[src/rtl/nibble_serial_adder_ctrl_pkg.sv]
// Shared types and constants for the nibble-serial adder controller.
// Optional subtraction is enabled by defining NIBBLE_SERIAL_ADDER_SUB_EN.
package nibble_serial_adder_ctrl_pkg;

  typedef enum logic [1:0] {
    IDLE = 2'd0,
    RUN  = 2'd1,
    DONE = 2'd2
  } state_t;

  localparam int SLICE_W = 4;

  function automatic int nslice(input int width);
    return width / SLICE_W;
  endfunction

endpackage

[src/rtl/nibble_serial_adder_ctrl_if.sv]
// Request/result bundle for the nibble-serial adder controller.
// The sub port exists only when NIBBLE_SERIAL_ADDER_SUB_EN is defined.
interface nibble_serial_adder_ctrl_if #(parameter int WIDTH = 16);
  logic             start;
  logic [WIDTH-1:0] a;
  logic [WIDTH-1:0] b;
  logic             cin;
`ifdef NIBBLE_SERIAL_ADDER_SUB_EN
  logic             sub;
`endif
  logic             busy;
  logic             done;
  logic [WIDTH-1:0] sum;
  logic             cout;
  logic             ovf;

  modport master (
`ifdef NIBBLE_SERIAL_ADDER_SUB_EN
    output sub,
`endif
    output start, a, b, cin,
    input  busy, done, sum, cout, ovf
  );

  modport slave (
`ifdef NIBBLE_SERIAL_ADDER_SUB_EN
    input  sub,
`endif
    input  start, a, b, cin,
    output busy, done, sum, cout, ovf
  );
endinterface

[src/rtl/nibble_serial_adder_ctrl_cla4_slice.sv]
// One 4-bit carry-lookahead adder slice, shared across all nibbles.
module cla4_slice (
  input  logic [3:0] x,
  input  logic [3:0] y,
  input  logic       c0,
  output logic [3:0] s,
  output logic       cout
);
  logic [3:0] g;
  logic [3:0] p;
  logic [4:1] c;

  assign g = x & y;
  assign p = x ^ y;

  assign c[1] = g[0] | (p[0] & c0);
  assign c[2] = g[1] | (p[1] & g[0]) | (p[1] & p[0] & c0);
  assign c[3] = g[2] | (p[2] & g[1]) | (p[2] & p[1] & g[0]) | (p[2] & p[1] & p[0] & c0);
  assign c[4] = g[3] | (p[3] & g[2]) | (p[3] & p[2] & g[1]) | (p[3] & p[2] & p[1] & g[0])
              | (p[3] & p[2] & p[1] & p[0] & c0);

  assign s    = p ^ {c[3:1], c0};
  assign cout = c[4];
endmodule

[src/rtl/nibble_serial_adder_ctrl.sv]
// Nibble-serial adder: one shared 4-bit CLA slice processes a WIDTH-bit add over WIDTH/4 cycles.
// Define NIBBLE_SERIAL_ADDER_SUB_EN to add the sub input (a - b).
module nibble_serial_adder_ctrl
  import nibble_serial_adder_ctrl_pkg::*;
#(
  parameter int WIDTH = 16
) (
  input logic                     clk,
  input logic                     rst,
  nibble_serial_adder_ctrl_if.slave bus
);
  localparam int NSLICE = nslice(WIDTH);
  localparam int CNT_W  = $clog2(NSLICE);
  localparam int MSB    = WIDTH - 1;
  localparam logic [CNT_W-1:0] LAST_SLICE = CNT_W'(NSLICE - 1);

  state_t           state_r;
  state_t           state_s;
  logic [CNT_W-1:0] cnt_r;
  logic [WIDTH-1:0] a_r;
  logic [WIDTH-1:0] b_r;
  logic [WIDTH-1:0] sum_r;
  logic             carry_r;
  logic             cout_r;
  logic             ovf_r;
  logic             busy_r;
  logic             done_r;

  logic [WIDTH-1:0] b_eff_s;
  logic             c0_s;
  logic [3:0]       x_s;
  logic [3:0]       y_s;
  logic [3:0]       s_s;
  logic             c_s;

  // Operand conditioning at capture time: subtraction is a + ~b + 1.
  always_comb begin
    b_eff_s = bus.b;
    c0_s    = bus.cin;
`ifdef NIBBLE_SERIAL_ADDER_SUB_EN
    if (bus.sub) begin
      b_eff_s = ~bus.b;
      c0_s    = 1'b1;
    end else begin
      b_eff_s = bus.b;
      c0_s    = bus.cin;
    end
`endif
  end

  // Select the current nibble of the captured operands.
  always_comb begin
    x_s = a_r[cnt_r*SLICE_W +: SLICE_W];
    y_s = b_r[cnt_r*SLICE_W +: SLICE_W];
  end

  cla4_slice u_slice (
    .x    (x_s),
    .y    (y_s),
    .c0   (carry_r),
    .s    (s_s),
    .cout (c_s)
  );

  // FSM state register.
  always_ff @(posedge clk or posedge rst) begin
    if (rst) state_r <= IDLE;
    else     state_r <= state_s;
  end

  // FSM next-state logic.
  always_comb begin
    state_s = state_r;
    case (state_r)
      IDLE: begin
        if (bus.start) state_s = RUN;
        else           state_s = IDLE;
      end
      RUN: begin
        if (cnt_r == LAST_SLICE) state_s = DONE;
        else                     state_s = RUN;
      end
      DONE:    state_s = IDLE;
      default: state_s = IDLE;
    endcase
  end

  // Datapath: capture on accepted start, one nibble per RUN cycle.
  always_ff @(posedge clk or posedge rst) begin
    if (rst) begin
      cnt_r   <= '0;
      a_r     <= '0;
      b_r     <= '0;
      sum_r   <= '0;
      carry_r <= 1'b0;
      cout_r  <= 1'b0;
      ovf_r   <= 1'b0;
    end else begin
      case (state_r)
        IDLE: begin
          if (bus.start) begin
            a_r     <= bus.a;
            b_r     <= b_eff_s;
            carry_r <= c0_s;
            cnt_r   <= '0;
          end
        end
        RUN: begin
          sum_r[cnt_r*SLICE_W +: SLICE_W] <= s_s;
          carry_r <= c_s;
          cnt_r   <= cnt_r + 1'b1;
          // Flags come from the top slice, so they only land on the last step.
          if (cnt_r == LAST_SLICE) begin
            cout_r <= c_s;
            ovf_r  <= (a_r[MSB] == b_r[MSB]) && (s_s[3] != a_r[MSB]);
          end
        end
        default: ;
      endcase
    end
  end

  // Status flags registered from the next state so they align with it.
  always_ff @(posedge clk or posedge rst) begin
    if (rst) begin
      busy_r <= 1'b0;
      done_r <= 1'b0;
    end else begin
      busy_r <= (state_s != IDLE);
      done_r <= (state_s == DONE);
    end
  end

  assign bus.busy = busy_r;
  assign bus.done = done_r;
  assign bus.sum  = sum_r;
  assign bus.cout = cout_r;
  assign bus.ovf  = ovf_r;
endmodule

[src/flat_wrapper.sv]
// flat-port wrapper written by rule: the top's interface ports become plain ports
module nibble_serial_adder_ctrl_flat import nibble_serial_adder_ctrl_pkg::*;
#(
  parameter int WIDTH = 16
)
  (clk, rst, bus_start, bus_a, bus_b, bus_cin, bus_busy, bus_done, bus_sum, bus_cout, bus_ovf);
  nibble_serial_adder_ctrl_if #(.WIDTH(WIDTH)) bus_i ();
  input logic clk;
  input logic rst;
  input wire logic [$bits(bus_i.start)-1:0] bus_start;
  input wire logic [$bits(bus_i.a)-1:0] bus_a;
  input wire logic [$bits(bus_i.b)-1:0] bus_b;
  input wire logic [$bits(bus_i.cin)-1:0] bus_cin;
  output wire logic [$bits(bus_i.busy)-1:0] bus_busy;
  output wire logic [$bits(bus_i.done)-1:0] bus_done;
  output wire logic [$bits(bus_i.sum)-1:0] bus_sum;
  output wire logic [$bits(bus_i.cout)-1:0] bus_cout;
  output wire logic [$bits(bus_i.ovf)-1:0] bus_ovf;
  assign bus_i.start = bus_start;
  assign bus_i.a = bus_a;
  assign bus_i.b = bus_b;
  assign bus_i.cin = bus_cin;
  assign bus_busy = bus_i.busy;
  assign bus_done = bus_i.done;
  assign bus_sum = bus_i.sum;
  assign bus_cout = bus_i.cout;
  assign bus_ovf = bus_i.ovf;
  nibble_serial_adder_ctrl #(.WIDTH(WIDTH)) u_core (.clk(clk), .rst(rst), .bus(bus_i));
endmodule
[config.mk]
export PLATFORM = sky130hd
export DESIGN_NAME = nibble_serial_adder_ctrl_flat
export DESIGN_NICKNAME = d
export VERILOG_FILES = /design/src/rtl/nibble_serial_adder_ctrl_pkg.sv /design/src/rtl/nibble_serial_adder_ctrl_if.sv /design/src/rtl/nibble_serial_adder_ctrl_cla4_slice.sv /design/src/rtl/nibble_serial_adder_ctrl.sv /design/src/flat_wrapper.sv
export SDC_FILE = /design/constraint.sdc
export NUM_CORES = 1
export LEC_CHECK = 0
export CAP_MARGIN = 40
export CORE_ASPECT_RATIO = 0.6
export CORE_UTILIZATION = 51
export CTS_CLUSTER_DIAMETER = 200
export DETAILED_ROUTE_END_ITERATION = 16
export PLACE_DENSITY = 0.81
export SYNTH_ARGS = -nofsm -noshare
export SYNTH_HDL_FRONTEND = slang
export SYNTH_SLANG_ARGS = --single-unit
export TNS_END_PERCENT = 10
[constraint.sdc]
create_clock -name clk -period 3.1 [get_ports clk]
set_clock_uncertainty 0.15 [all_clocks]
set_input_delay 0.62 -clock clk [delete_from_list [all_inputs] [get_ports clk]]
set_output_delay 0.62 -clock clk [all_outputs]
set_load 0.02 [all_outputs]
==> out/qor.yml <==
drt:
  drt_iter0_markers: 161
  avgViaCountPerCell: 5.523
  wl_mm: 5.567
  drc: 0
  dr.pass1.iters: 4
  wl_per_cell_um: 17.34
  via_count: 1773
  antenna_left: 0
clocking:
  post_cts_buffers: 0
  post_cts_resize_count: 0
  htree_levels: 3
  hold_buffers: 0
  clockBufferDepth: 2
  clkSinkCount: 57
  cts.clk_slew.worst_paths_ns: 0.07
  clk_latency_ns: 0.34
  cts_tree: "built"
  cts_buffers: 9
  root_buffer: "clkbuf_8"
place:
  port_buffers: 55
  post_dp_cell_area_mm2: 0.003306
  detailed_place_hpwl_mm: 4.166
  gp_congestion: 0.7722
  place_inst: 305
critical_path:
  end_kind: "flop"
  critical_path_required_ns: 3.18
  timing.rr.end: "u_core.bus.ovf"
  r2r_slack_ns: 0.27
  worst-r2r-cell-count: 6
  arrival_ns: 2.92
  cpPeakStageDelay_ns: 0.64
  worstPathCellList: "mux4_2, ha_1, a211oi_1, o21ai_0, and3_1, a211o_1"
  critical_path.max_fanout: 8
  path_buf_inv: 0
  crit_slowest_cell: "dfrtp_1"
  worstSetupStartpointType: "flop"
  critical-path-top-delay-family: "compound AO/OA/AOI/OAI gates"
  worstSetupPathType: "flop to flop"
  r2r_start: "u_core.cnt_r[0]"
grt:
  grt_pass1_wl_mm: 9.183
  grt_use_total_pct: 23.66
  grt_pass1_vias: 1833
  grt_overflow_total: 0
  grt_max_degree: 34
  antenna_found_initial: 0
outcome:
  status: "finished clean"
floorplan:
  ios: 56
  fp-row-count: 19
  dieArea_mm2: 0.005521
  die_h_um: 57.96
  coreArea_mm2: 0.004778
  die_x_um: 95.26
  start_util_pct: 55.70
sta:
  grt_setup_unrepaired: "no"
  timing.final.crit_period_ns: 2.834
  drv_slew: 0
  max_freq_mhz: 352.9
  finalSetupViolCount: 0
  finalHoldViolCount: 0
  worst_slew_pin_slew_ns: 0.5737
  fin_tns_setup_ns: 0
  slew_headroom_pct: 61.69
  fin_crit_sh_pct: 91.42
synthesis:
  yosysWarnings: 0
  ys_ff_latch: 57
  synthCells: 188
  ys_seq_area_share_pct: 53.60
  yosysUniqueCellTypes: 38
  synthesis.nets: 236
  synth_top_area_share_pct: 53.60
  netlist_area_mm2: 0.002661
  ys.flop_type: "dfrtp_1"
  synth.area.top_cells: "dfrtp_1 54%, mux2_2 10%, mux4_2 6.8%"
  async_reset_ff_share_pct: 100.0
  syn_avg_cell_area_um2: 14.16
  synth_largest_area_cell: "dfrtp_1"
  synth-edff-count: 0
min_path:
  min_path_cells: 1
  hp-start: "u_core.a_r[1]"
  hold_end: "u_core.a_r[1]"
  hp-class: "flop to flop"
power_and_ir_drop:
  pwr_density_cell_mw_per_mm2: 1233
  power_leakage_uw: 0.001521
  total_power_uw: 4357
  ir_worst_vdd_uv: 630.1
layout:
  utilization_pct: 73.97
  diodes: 0
  drive_gt1_share_pct: 23.64
  design_area_mm2: 0.003535
  area_delta_synth_final_pct: 32.82
  layout.cells.non_filler: 321
  nNetsFinal: 301
job:
  cap_violations: 0
## worst max path at each step
stage	startpoint	to	slack, ns	depth (start not counted)
floorplan	u_core.cnt_r[0]	u_core.bus.ovf	0.38	7
global placement	u_core.cnt_r[0]	u_core.bus.ovf	0.39	6
detailed placement	u_core.cnt_r[0]	u_core.bus.ovf	0.27	6
CTS	u_core.cnt_r[0]	u_core.bus.ovf	0.24	6
global route	u_core.cnt_r[0]	u_core.bus.ovf	0.12	6
finish	u_core.cnt_r[0]	u_core.bus.ovf	0.27	6
## per-layer routing
layer,routed length (µm),global-route usage (%),up-vias
li1,-,-,821
met1,2741,34.46,877
met2,2418,32.35,66
met3,309,9.055,9
met4,97,8.442,0
met5,0,0,-
## sequential cells by signal, indices dropped and copies added (netlist names)
register         count
u_core.bus.ovf       1
u_core.bus.busy      1
u_core.bus.done      1
u_core.a_r          16
u_core.carry_r       1
u_core.bus.sum      16
u_core.bus.cout      1
u_core.state_r       2
u_core.b_r          16
u_core.cnt_r         2
## cell families after synthesis
kind of cell    after synthesis  share of synthesized area (%)
buf+inv                      11                          2.116
xor+xnor                      3                         0.9875
compound gates               32                          8.933
simple gates                 33                          8.134
fa+ha+maj                    12                          5.924
flops                        57                          53.60
mux                          40                          20.31
## layout by cell type, fill, tap and decap left out, types with 3 or more instances in the layout
cell,count
nand2_1,13
inv_1,3
buf_4,3
clkbuf_8,11
inv_2,3
a21oi_1,3
o21ai_0,6
a22o_1,12
nor2_1,4
mux2_1,8
mux2_2,24
mux4_2,8
ha_1,11
clkdlybuf4s50_1,55
dfrtp_1,57
## power by group
group	internal (µW)	switching (µW)	leakage, µW
Combinational	1060	1150	0.000699
Clock	493	295	0.000115
Sequential	1090	269	0.000706
## cells in the mapped netlist (2+ instances only)
| library cell | number |
|---|---|
| ha_1 | 11 |
| inv_2 | 2 |
| mux4_2 | 8 |
| buf_4 | 4 |
| a21o_1 | 2 |
| mux2_1 | 8 |
| nand2_1 | 13 |
| nor4b_4 | 2 |
| or3_1 | 2 |
| a21oi_1 | 3 |
| dfrtp_1 | 57 |
| inv_1 | 4 |
| o31ai_1 | 2 |
| xnor2_1 | 2 |
| o41ai_1 | 2 |
| o21ai_0 | 6 |
| nor2_1 | 4 |
| nand2b_1 | 2 |
| a22o_1 | 12 |
| mux2_2 | 24 |
## worst reg2reg max path, delay by kind of cell (launching register included)
kind                       cells  cell delay [ns]
adders and majority gates      1             0.36
muxes                          1             0.63
AOI/OAI and AO/OA              3             0.68
DFF                            1             0.64
and+or+nand+nor                1             0.26
## cell type report
type                       instances  area [µm²]
clock inverter                     5       77.57
clock buffer                      11       151.4
inverter                           6       22.52
tap                               63       78.83
sequential                        57        1426
timing repair buffer              59       593.1
fill                             322        1244
multi-input combinational        120        1185
## through the flow
step	hold WS, ns	setup WS (ns)
2_1_floorplan	0.3024	0.3845
6_report	0.3375	0.2659
5_1_grt	0.3541	0.1153
4_1_cts	0.3417	0.2402
3_5_place_dp	0.3291	0.2664
3_3_place_gp	0.3127	0.3934
Power figures use the tool's default switching activity.
